===== config.mk =====
export PLATFORM = sky130hd
export DESIGN_NAME = div_iter
export DESIGN_NICKNAME = d
export VERILOG_FILES = /design/src/rtl/div_iter.sv
export SDC_FILE = /design/constraint.sdc
export NUM_CORES = 1
export LEC_CHECK = 0
export BUFFER_PORTS_ARGS = -buffer_cell sky130_fd_sc_hd__buf_2
export CORE_MARGIN = 3
export CORE_UTILIZATION = 50
export DETAILED_ROUTE_END_ITERATION = 16
export GPL_ROUTABILITY_DRIVEN = 0
export PLACE_DENSITY = 0.7
export SYNTH_ARGS = -nofsm -noshare
export SYNTH_HDL_FRONTEND = slang
export SYNTH_SLANG_ARGS = --single-unit

===== constraint.sdc =====
create_clock -name clk -period 8.8 [get_ports clk]
set_clock_uncertainty 0.05 [all_clocks]
set_input_delay 0 -clock clk [delete_from_list [all_inputs] [get_ports clk]]
set_output_delay 0 -clock clk [all_outputs]
set_load 0.01 [all_outputs]

===== src/rtl/div_iter.sv =====
// -----------------------------------------------------------------------------
// div_iter -- iterative radix-2 restoring divider for DIV / DIVU in the
// execute stage. One quotient bit is produced per clock. The 2*WIDTH-bit
// result is {remainder, quotient} and goes to the HI/LO path. stall_o feeds
// the hazard unit (div_stallE) and freezes the pipeline while a division is
// in flight.
//
// Ports
//   clk        rising-edge clock
//   resetn     asynchronous active-low reset
//   start_i    E-stage instruction is DIV/DIVU (level, held while stalled)
//   signed_i   1 = DIV (two's complement), 0 = DIVU
//   annul_i    cancel any in-flight division; overrides start_i
//   opdata1_i  dividend
//   opdata2_i  divisor
//   result_o   {remainder, quotient}, holds until the next completion
//   ready_o    result_o is fresh this cycle (END state only)
//   stall_o    hold the pipeline while the division is running
// -----------------------------------------------------------------------------
module div_iter #(
    parameter int WIDTH = 32
) (
    input  logic               clk,
    input  logic               resetn,
    input  logic               start_i,
    input  logic               signed_i,
    input  logic               annul_i,
    input  logic [WIDTH-1:0]   opdata1_i,
    input  logic [WIDTH-1:0]   opdata2_i,
    output logic [2*WIDTH-1:0] result_o,
    output logic               ready_o,
    output logic               stall_o
);

    localparam int CNT_W = (WIDTH > 1) ? $clog2(WIDTH) : 1;

    typedef enum logic [1:0] {
        IDLE    = 2'd0,
        BY_ZERO = 2'd1,
        ON      = 2'd2,
        END     = 2'd3
    } state_t;

    state_t stateReg, stateNext;

    logic [CNT_W-1:0] cntReg;
    // Holds |dividend| at start; each iteration shifts its MSB out into the
    // partial remainder and shifts the new quotient bit in at the LSB, so
    // after WIDTH steps it contains the unsigned quotient.
    logic [WIDTH-1:0] dividendReg;
    logic [WIDTH-1:0] divisorReg;
    logic [WIDTH-1:0] partialReg;
    logic             negQuotReg;
    logic             negRemReg;

    // Operand preparation for the start cycle
    logic             dividendNeg, divisorNeg, divByZero;
    logic [WIDTH-1:0] absDividend, absDivisor;

    // One restoring iteration
    logic [WIDTH:0]   shifted, trial;
    logic             qBit, lastIter;
    logic [WIDTH-1:0] partialStep, quotStep;
    logic [WIDTH-1:0] quotFinal, remFinal;

    always_comb begin
        dividendNeg = signed_i & opdata1_i[WIDTH-1];
        divisorNeg  = signed_i & opdata2_i[WIDTH-1];
        absDividend = dividendNeg ? (~opdata1_i + 1'b1) : opdata1_i;
        absDivisor  = divisorNeg  ? (~opdata2_i + 1'b1) : opdata2_i;
        divByZero   = (opdata2_i == '0);
    end

    always_comb begin
        shifted = {partialReg, dividendReg[WIDTH-1]};
        trial   = shifted - {1'b0, divisorReg};
        // partial < divisor always holds, so a non-negative trial is below
        // 2^WIDTH and bit WIDTH is an exact sign bit.
        qBit        = ~trial[WIDTH];
        partialStep = qBit ? trial[WIDTH-1:0] : shifted[WIDTH-1:0];
        quotStep    = {dividendReg[WIDTH-2:0], qBit};
        lastIter    = (cntReg == CNT_W'(WIDTH - 1));
        // Quotient is negative when operand signs differ; the remainder
        // follows the dividend. 0x80..0 / -1 falls out as 0x80..0 naturally.
        quotFinal   = negQuotReg ? (~quotStep + 1'b1)    : quotStep;
        remFinal    = negRemReg  ? (~partialStep + 1'b1) : partialStep;
    end

    // Next state and stall
    always_comb begin
        stateNext = stateReg;
        stall_o   = 1'b0;
        if (annul_i) begin
            stateNext = IDLE;
        end else begin
            unique case (stateReg)
                IDLE: begin
                    if (start_i) begin
                        stall_o   = 1'b1;
                        stateNext = divByZero ? BY_ZERO : ON;
                    end
                end
                BY_ZERO: begin
                    stall_o   = 1'b1;
                    stateNext = END;
                end
                ON: begin
                    stall_o = 1'b1;
                    if (lastIter) begin
                        stateNext = END;
                    end
                end
                END: begin
                    // Stall drops here so the instruction leaves E on this
                    // edge and is not restarted.
                    stateNext = IDLE;
                end
                default: stateNext = IDLE;
            endcase
        end
        // While reset is asserted the divider is idle; start_i may still be
        // high from the frozen E stage.
        if (!resetn) begin
            stall_o = 1'b0;
        end
    end

    always_ff @(posedge clk or negedge resetn) begin
        if (!resetn) begin
            stateReg    <= IDLE;
            cntReg      <= '0;
            dividendReg <= '0;
            divisorReg  <= '0;
            partialReg  <= '0;
            negQuotReg  <= 1'b0;
            negRemReg   <= 1'b0;
            result_o    <= '0;
            ready_o     <= 1'b0;
        end else begin
            stateReg <= stateNext;
            ready_o  <= 1'b0;
            if (!annul_i) begin
                unique case (stateReg)
                    IDLE: begin
                        if (start_i && !divByZero) begin
                            dividendReg <= absDividend;
                            divisorReg  <= absDivisor;
                            partialReg  <= '0;
                            cntReg      <= '0;
                            negQuotReg  <= dividendNeg ^ divisorNeg;
                            negRemReg   <= dividendNeg;
                        end
                    end
                    BY_ZERO: begin
                        result_o <= '0;
                        ready_o  <= 1'b1;
                    end
                    ON: begin
                        dividendReg <= quotStep;
                        partialReg  <= partialStep;
                        cntReg      <= cntReg + 1'b1;
                        // The result is registered on the edge into END so it
                        // is valid together with ready_o in that cycle.
                        if (lastIter) begin
                            result_o <= {remFinal, quotFinal};
                            ready_o  <= 1'b1;
                        end
                    end
                    END: begin
                    end
                    default: begin
                    end
                endcase
            end
        end
    end

endmodule

==> impl_metrics.yaml, run 1 <==
setup_path:
  crit_arrival_ns: 5.08
  cp-start-kind: "flop"
  cpMostUsedCell: "inv_1"
  critPathBufInv: 4
  r2r_end: "result_o[60]$_DFFE_PN0P_"
  cp-end-kind: "flop"
  required_ns: 9.04
  r2r-start: "dividendReg[31]$_DFFE_PN0P_"
  r2r_slack_ns: 3.96
  crit_cells: 18
  critical-path-slowest-cell: "inv_2"
  cp_top_family: "compound AO/OA/AOI/OAI gates"
  path_class: "reg2reg"
  path_max_fanout: 43
  r2r_cells: 18
  max_stage_delay_ns: 0.59
  crit_chain: "inv_1 -> ha_1 -> inv_1 -> fa_1 -> a211oi_2 -> o211ai_1 -> and2_1 -> o211a_1 -> o211a_2 -> inv_2 -> mux2i_1 -> ha_1 -> inv_1 -> a21o_1 -> nand3b_1 -> o41ai_1 -> xnor2_1 -> o21ai_1"
cts:
  cts_tree: "yes"
  cts_buffers: 17
  cts_resized: 0
  clockBufferDepth: 2
  root_buffer: "clkbuf_16"
  cts_hold_buffers: 74
  clock_latency_ns: 0.44
  clkTransAtPathRegs_ns: 0.07
  post_cts_buffers: 0
  cts_sinks: 170
  h-tree-depth: 4
sta:
  rsz0062_at_grt: "no"
  final.min_clock_period_ns: 4.844
  setup_viol: 0
  finalSetupTns_ns: 0
  relSlewSlack_pct: 24.59
  setup_ws_ns: 3.956
  fmax_mhz: 206.5
  hold_viol_final: 0
  post-route-period-util_pct: 55.04
  drv_slew: 0
  worstMarginPinSlew_ns: 1.128
yosys:
  yosysUniqueCellTypes: 83
  ys_warn_count: 0
  synthArstFlopShare_pct: 100.0
  yosys.area.top_type: "dfrtp_1"
  syn_avg_cell_area_sq_um: 8.326
  synth_top_cell_area_share_pct: 35.91
  synth_nets: 1536
  ys_seq_elements: 170
  synth.area.top_cells: "dfrtp_1 (36%), nand2_1 (7.0%), o21ai_0 (6.7%), xor2_1 (5.5%), xnor2_1 (4.9%)"
  synthesis.area_sq_mm: 0.01185
  synth-main-ff-cell: "dfrtp_1"
  ys_seq_area_share_pct: 35.91
  syn_inst: 1423
  synth-edff-count: 0
placement:
  place_area_sq_mm: 0.01262
  post-place-ws_ns: 4.025
  port_buffers: 134
  dp_hpwl_microns: 24590
global_routing:
  use_met2_pct: 40.02
  grt.total_usage_pct: 27.36
  grt_pass1_wl_microns: 57060
  grt_busiest_layer: "met1"
  grt_pass1_vias: 10860
  antenna_found_initial: 2
  gr-usage-met3_pct: 3.969
  grt_use_met1_pct: 41.08
  grt_max_degree: 92
  grt-ovfl-total: 0
power_and_ir_drop:
  irDropWorstVdd_mv: 0.1817
  p_leak_nw: 6.434
  power_density_mw_per_mm2: 234.2
floorplanning:
  die_area_sq_mm: 0.02558
  die_y_microns: 159.9
  pin_count: 135
  core_area_sq_mm: 0.02298
  die_width_microns: 159.9
  num_rows: 55
  initial_core_util_pct: 51.55
run_status:
  status: "finished, final reports clean"
detailed_routing:
  drtIter0Drc: 1346
  drc_errors: 0
  viasPerCell: 6.007
  wl_microns: 35410
  ant_nets: 0
  avgRoutedWirePerCell_microns: 18.53
  num_vias: 11480
  dr.pass1.iters: 6
worst_hold_path:
  min_to: "dividendReg[20]$_DFFE_PN0P_"
  hold_class: "in2reg"
  holdPathStages: 4
  hp-start: "opdata1_i[20]"
finish:
  final_layout_size_suffix_gt1_share_pct: 12.84
  post-route-cell-area_sq_mm: 0.01400
  syn_to_final_growth_pct: 18.13
  layout_commonest_cell: "nand2_1"
  final_cell_mix: "nand2_1 (221), dfrtp_1 (170), o21ai_0 (159), buf_2 (133), nor2_1 (98)"
  nets: 1696
  final_core_util_pct: 60.89
run:
  maxCapViolCount: 0
[where the power goes]
group / switching (mW) / total [mW] / leakage (nW) / internal [mW]
sequential: 0.206 / 1.13 / 2.24 / 0.925
clock: 0.382 / 0.795 / 0.306 / 0.413
combinational: 0.849 / 1.35 / 3.89 / 0.504
[cell usage after synthesis, types with 6 or more instances]
master / n
a21o_1: 11
a21oi_1: 95
a221o_1: 8
a22o_1: 12
a31oi_1: 7
a32oi_1: 16
and2_1: 10
and3_1: 9
buf_2: 18
buf_4: 6
clkbuf_1: 41
dfrtp_1: 170
ha_1: 43
inv_1: 59
mux2i_1: 23
nand2_1: 222
nand2b_1: 7
nand3_1: 21
nand4_1: 13
nor2_1: 98
nor2b_1: 6
nor3_1: 28
nor4_1: 17
o211ai_1: 9
o21a_1: 7
o21ai_0: 159
o21ai_1: 7
o31ai_1: 22
o41ai_1: 11
or2_2: 6
or3_1: 19
or4_1: 14
xnor2_1: 66
xor2_1: 74
[cells by family after synthesis]
group	share of synthesized area, %
compound gates	22.59
xor+xnor	10.35
fa+ha+maj	4.710
buf+inv	4.942
flops	35.91
mux	2.038
simple gates	19.46
[routing by layer]
metal	routed length (microns)	share of wire (%)
met1	17010	48
met2	14970	42
met3	2269	6.4
met4	1166	3.3
met5	0	0
[flip-flops by register name, summed over array words and instances, names as in the netlist]
register and cells:
result_o 64, stateReg 2, cntReg 5, negRemReg 1
divisorReg 32, dividendReg 32, negQuotReg 1, ready_o 1
partialReg 32
[worst min-delay path, cell delays in order]
cell,delay [ns]
buf_2,0.12
xnor2_1,0.08
nor2_1,0.14
a221o_1,0.14
[worst max path at each step]
stage                                            from                  endpoint  slack (ns)
after CTS                 dividendReg[31]$_DFFE_PN0P_  result_o[62]$_DFFE_PN0P_        4.03
final                     dividendReg[31]$_DFFE_PN0P_  result_o[60]$_DFFE_PN0P_        3.96
after detailed placement  dividendReg[31]$_DFFE_PN0P_  result_o[62]$_DFFE_PN0P_        4.03
after floorplan           dividendReg[31]$_DFFE_PN0P_  result_o[60]$_DFFE_PN0P_        4.35
after global placement    dividendReg[31]$_DFFE_PN0P_  result_o[62]$_DFFE_PN0P_        4.17
after global routing      dividendReg[31]$_DFFE_PN0P_  result_o[60]$_DFFE_PN0P_        3.58
[cell type report]
class | instances | area (sq um)
Fill cell | 2078 | 8989
Tap cell | 313 | 391.6
Inverter | 60 | 225.2
Antenna cell | 2 | 5.005
Multi-Input combinational cell | 1119 | 7018
Sequential cell | 170 | 4254
Timing Repair Buffer | 215 | 1470
Clock buffer | 17 | 425.4
Clock inverter | 15 | 206.4
[metrics by stage]
stage | total power [mW] | std cells | hold WS [ns]
after detailed placement | 2.421 | 1803 | 0.09876
final | 3.278 | 1911 | 0.03236
after CTS | 3.240 | 1909 | 0.007855
after global routing | 3.471 | 1911 | 0.01994
after global placement | 2.398 | 1803 | 0.09050
after floorplan | 2.058 | 1423 | -0.3456
No activity file was read; power rests on OpenSTA's default activity.
==> inputs of run 2 (changes only) <==
--- a/config.mk
+++ b/config.mk
@@ -10,7 +10,7 @@
 export CORE_UTILIZATION = 50
 export DETAILED_ROUTE_END_ITERATION = 16
 export GPL_ROUTABILITY_DRIVEN = 0
-export PLACE_DENSITY = 0.7
+export PLACE_DENSITY = 0.73
 export SYNTH_ARGS = -nofsm -noshare
 export SYNTH_HDL_FRONTEND = slang
 export SYNTH_SLANG_ARGS = --single-unit
==> constraint.sdc (replaced) <==
create_clock -name clk -period 4.23 [get_ports clk]
set_clock_uncertainty 0.05 [all_clocks]
set_input_delay 0 -clock clk [delete_from_list [all_inputs] [get_ports clk]]
set_output_delay 0 -clock clk [all_outputs]
set_load 0.01 [all_outputs]
==> impl_metrics.yaml, run 2 (synthesized netlist as in run 1, its figures left out) <==
cts:
  clkTransAtPathRegs_ns: 0.08
  cts_buffers: 17
  clockBufferDepth: 2
  clock_latency_ns: 0.44
  cts_tree: "yes"
  h-tree-depth: 4
  root_buffer: "clkbuf_16"
  cts_sinks: 170
finish:
  regMostFlops: "result_o"
  final_core_util_pct: 62.77
  syn_to_final_growth_pct: 21.77
  largest_reg_flops: 64
  nets: 1732
  layout_commonest_cell: "nand2_1"
  n_fill_cell: 1996
  final_cell_mix: "nand2_1 (221), dfrtp_1 (170), o21ai_0 (156), buf_2 (133), nor2_1 (98)"
  regArea_sq_mm: 0.004254
  final_layout_size_suffix_gt1_share_pct: 15.56
  multiInputGateArea_sq_mm: 0.007116
global_routing:
  antenna_found_initial: 1
  grt-ovfl-total: 0
  grt.total_usage_pct: 26.71
  grt_pass1_wl_microns: 56150
  grt_pass1_vias: 10740
  grt_max_degree: 96
setup_path:
  r2r_slack_ns: 0.18
  r2r_cells: 17
  critical-path-slowest-cell: "or3_4"
  r2r_end: "result_o[31]$_DFFE_PN0P_"
  crit_chain: "inv_1 -> ha_1 -> inv_1 -> fa_2 -> a211oi_2 -> o211ai_1 -> and2_1 -> o211a_1 -> o211a_4 -> inv_8 -> buf_4 -> nand4b_1 -> or3_4 -> or2_4 -> o31ai_2 -> xor2_1 -> o21ai_0"
  r2r-start: "dividendReg[31]$_DFFE_PN0P_"
  cpMostUsedCell: "inv_1"
  path_class: "reg2reg"
  cp-start-kind: "flop"
  cp_top_family: "compound AO/OA/AOI/OAI gates"
  crit_arrival_ns: 4.30
  critPathBufInv: 4
  path_max_fanout: 11
  max_stage_delay_ns: 0.44
  crit_start: "dividendReg[31]$_DFFE_PN0P_"
  crit_cells: 17
  cp-end-kind: "flop"
  required_ns: 4.48
  crit_path_end: "result_o[31]$_DFFE_PN0P_"
placement:
  dp_hpwl_microns: 24510
  port_buffers: 134
sta:
  fmax_mhz: 247.0
  post-route-period-util_pct: 95.71
  setup_viol: 0
  finalSetupTns_ns: 0
  relSlewSlack_pct: 34.71
  hold_slack_ns: 0.02520
  drv_slew: 0
  rsz0062_at_grt: "yes"
  hold_viol_final: 0
  final.min_clock_period_ns: 4.049
  worstMarginPinSlew_ns: 0.9793
floorplanning:
  die_area_sq_mm: 0.02558
  die_width_microns: 159.9
  core_area_sq_mm: 0.02298
  die_y_microns: 159.9
  pin_count: 135
  num_rows: 55
  initial_core_util_pct: 51.55
detailed_routing:
  viasPerCell: 5.934
  num_vias: 11550
  drtIter0Drc: 1302
  avgRoutedWirePerCell_microns: 17.85
  drc_errors: 0
  dr.pass1.iters: 5
  ant_nets: 0
  wl_microns: 34730
worst_hold_path:
  hold_class: "in2reg"
power_and_ir_drop:
  power_density_mw_per_mm2: 479.7
  p_leak_nw: 6.647
  irDropWorstVdd_mv: 0.2216
run:
  maxCapViolCount: 0
run_status:
  status: "finished, final reports clean"
## run 2: cell types whose count changed in the layout (fill, tap and decap cells not counted), moves of 3 or more
cell / previous run / this run
o31ai_2: 0 / 3
buf_4: 7 / 37
o31ai_1: 22 / 19
o21ai_1: 7 / 10
mux2i_1: 23 / 20
o21ai_0: 159 / 156
inv_8: 2 / 6
buf_12: 0 / 3
## run 2: worst reg2reg max path: stages, from the launching register on
cell      delay, ns
dfrtp_1        0.38
inv_1          0.06
ha_1           0.16
inv_1          0.06
fa_2           0.37
a211oi_2       0.22
o211ai_1       0.15
and2_1         0.20
o211a_1        0.24
o211a_4        0.31
inv_8          0.13
buf_4          0.14
nand4b_1       0.15
or3_4          0.44
or2_4          0.28
o31ai_2        0.24
xor2_1         0.21
o21ai_0        0.11
## run 2: area by class of cell
class	instances	share of cell area [%]
multi-input cells	1119	49.32
flip-flops and latches	170	29.49
repair buffers	251	12.49
clock buffers	17	2.949
well taps	313	2.715
inverters	60	1.613
clock inverters	15	1.405
diodes	1	0.01735
## run 2: power by group
part,internal (mW),switching [mW]
Sequential,1.93,0.342
Combinational,1.15,1.86
Clock,0.861,0.782
Total,3.94,2.98
## run 2: through the flow
| step | setup slack, ns | instance area, sq um | total power, mW | std cells |
|---|---|---|---|---|
| 2_1_floorplan | 0.06080 | 11870 | 4.287 | 1423 |
| 3_3_place_gp | 0.1652 | 12880 | 5.028 | 1832 |
| 3_5_place_dp | 0.05543 | 12880 | 5.082 | 1832 |
| 4_1_cts | 0.005348 | 14260 | 6.794 | 1939 |
| 5_1_grt | -0.02853 | 14430 | 7.374 | 1946 |
| 6_report | 0.1814 | 14430 | 6.920 | 1946 |
## run 2: worst min path at each step
stage	startpoint	end	slack (ns)	cells past startpoint
after floorplan	resetn	cntReg[0]$_DFFE_PN0P_	-0.35	0
after global placement	resetn	divisorReg[4]$_DFFE_PN0P_	0.1	1
after detailed placement	resetn	divisorReg[5]$_DFFE_PN0P_	0.09	1
after CTS	start_i	stateReg[1]$_DFFE_PN0P_	0.008	4
after global routing	start_i	stateReg[1]$_DFFE_PN0P_	0.07	4
final	start_i	stateReg[1]$_DFFE_PN0P_	0.03	4
## run 2: layer usage
| layer | part of all wire (%) | routed length [microns] | up-vias | GRT usage (%) |
|---|---|---|---|---|
| li1 | - | - | 5466 | - |
| met1 | 46 | 15920 | 5360 | 40.73 |
| met2 | 41 | 14240 | 628 | 37.44 |
| met3 | 10 | 3534 | 93 | 5.318 |
| met4 | 3.0 | 1038 | 0 | 9.467 |
| met5 | 0 | 0 | - | 0 |
## run 2: repair_timing
item                                    4_1_cts  5_1_grt
endpoints found under the hold margin       160        0
resized for setup                             0       25
setup buffers                                 0        5
hold buffers                                 75        0
endpoints found under the setup margin        0       17
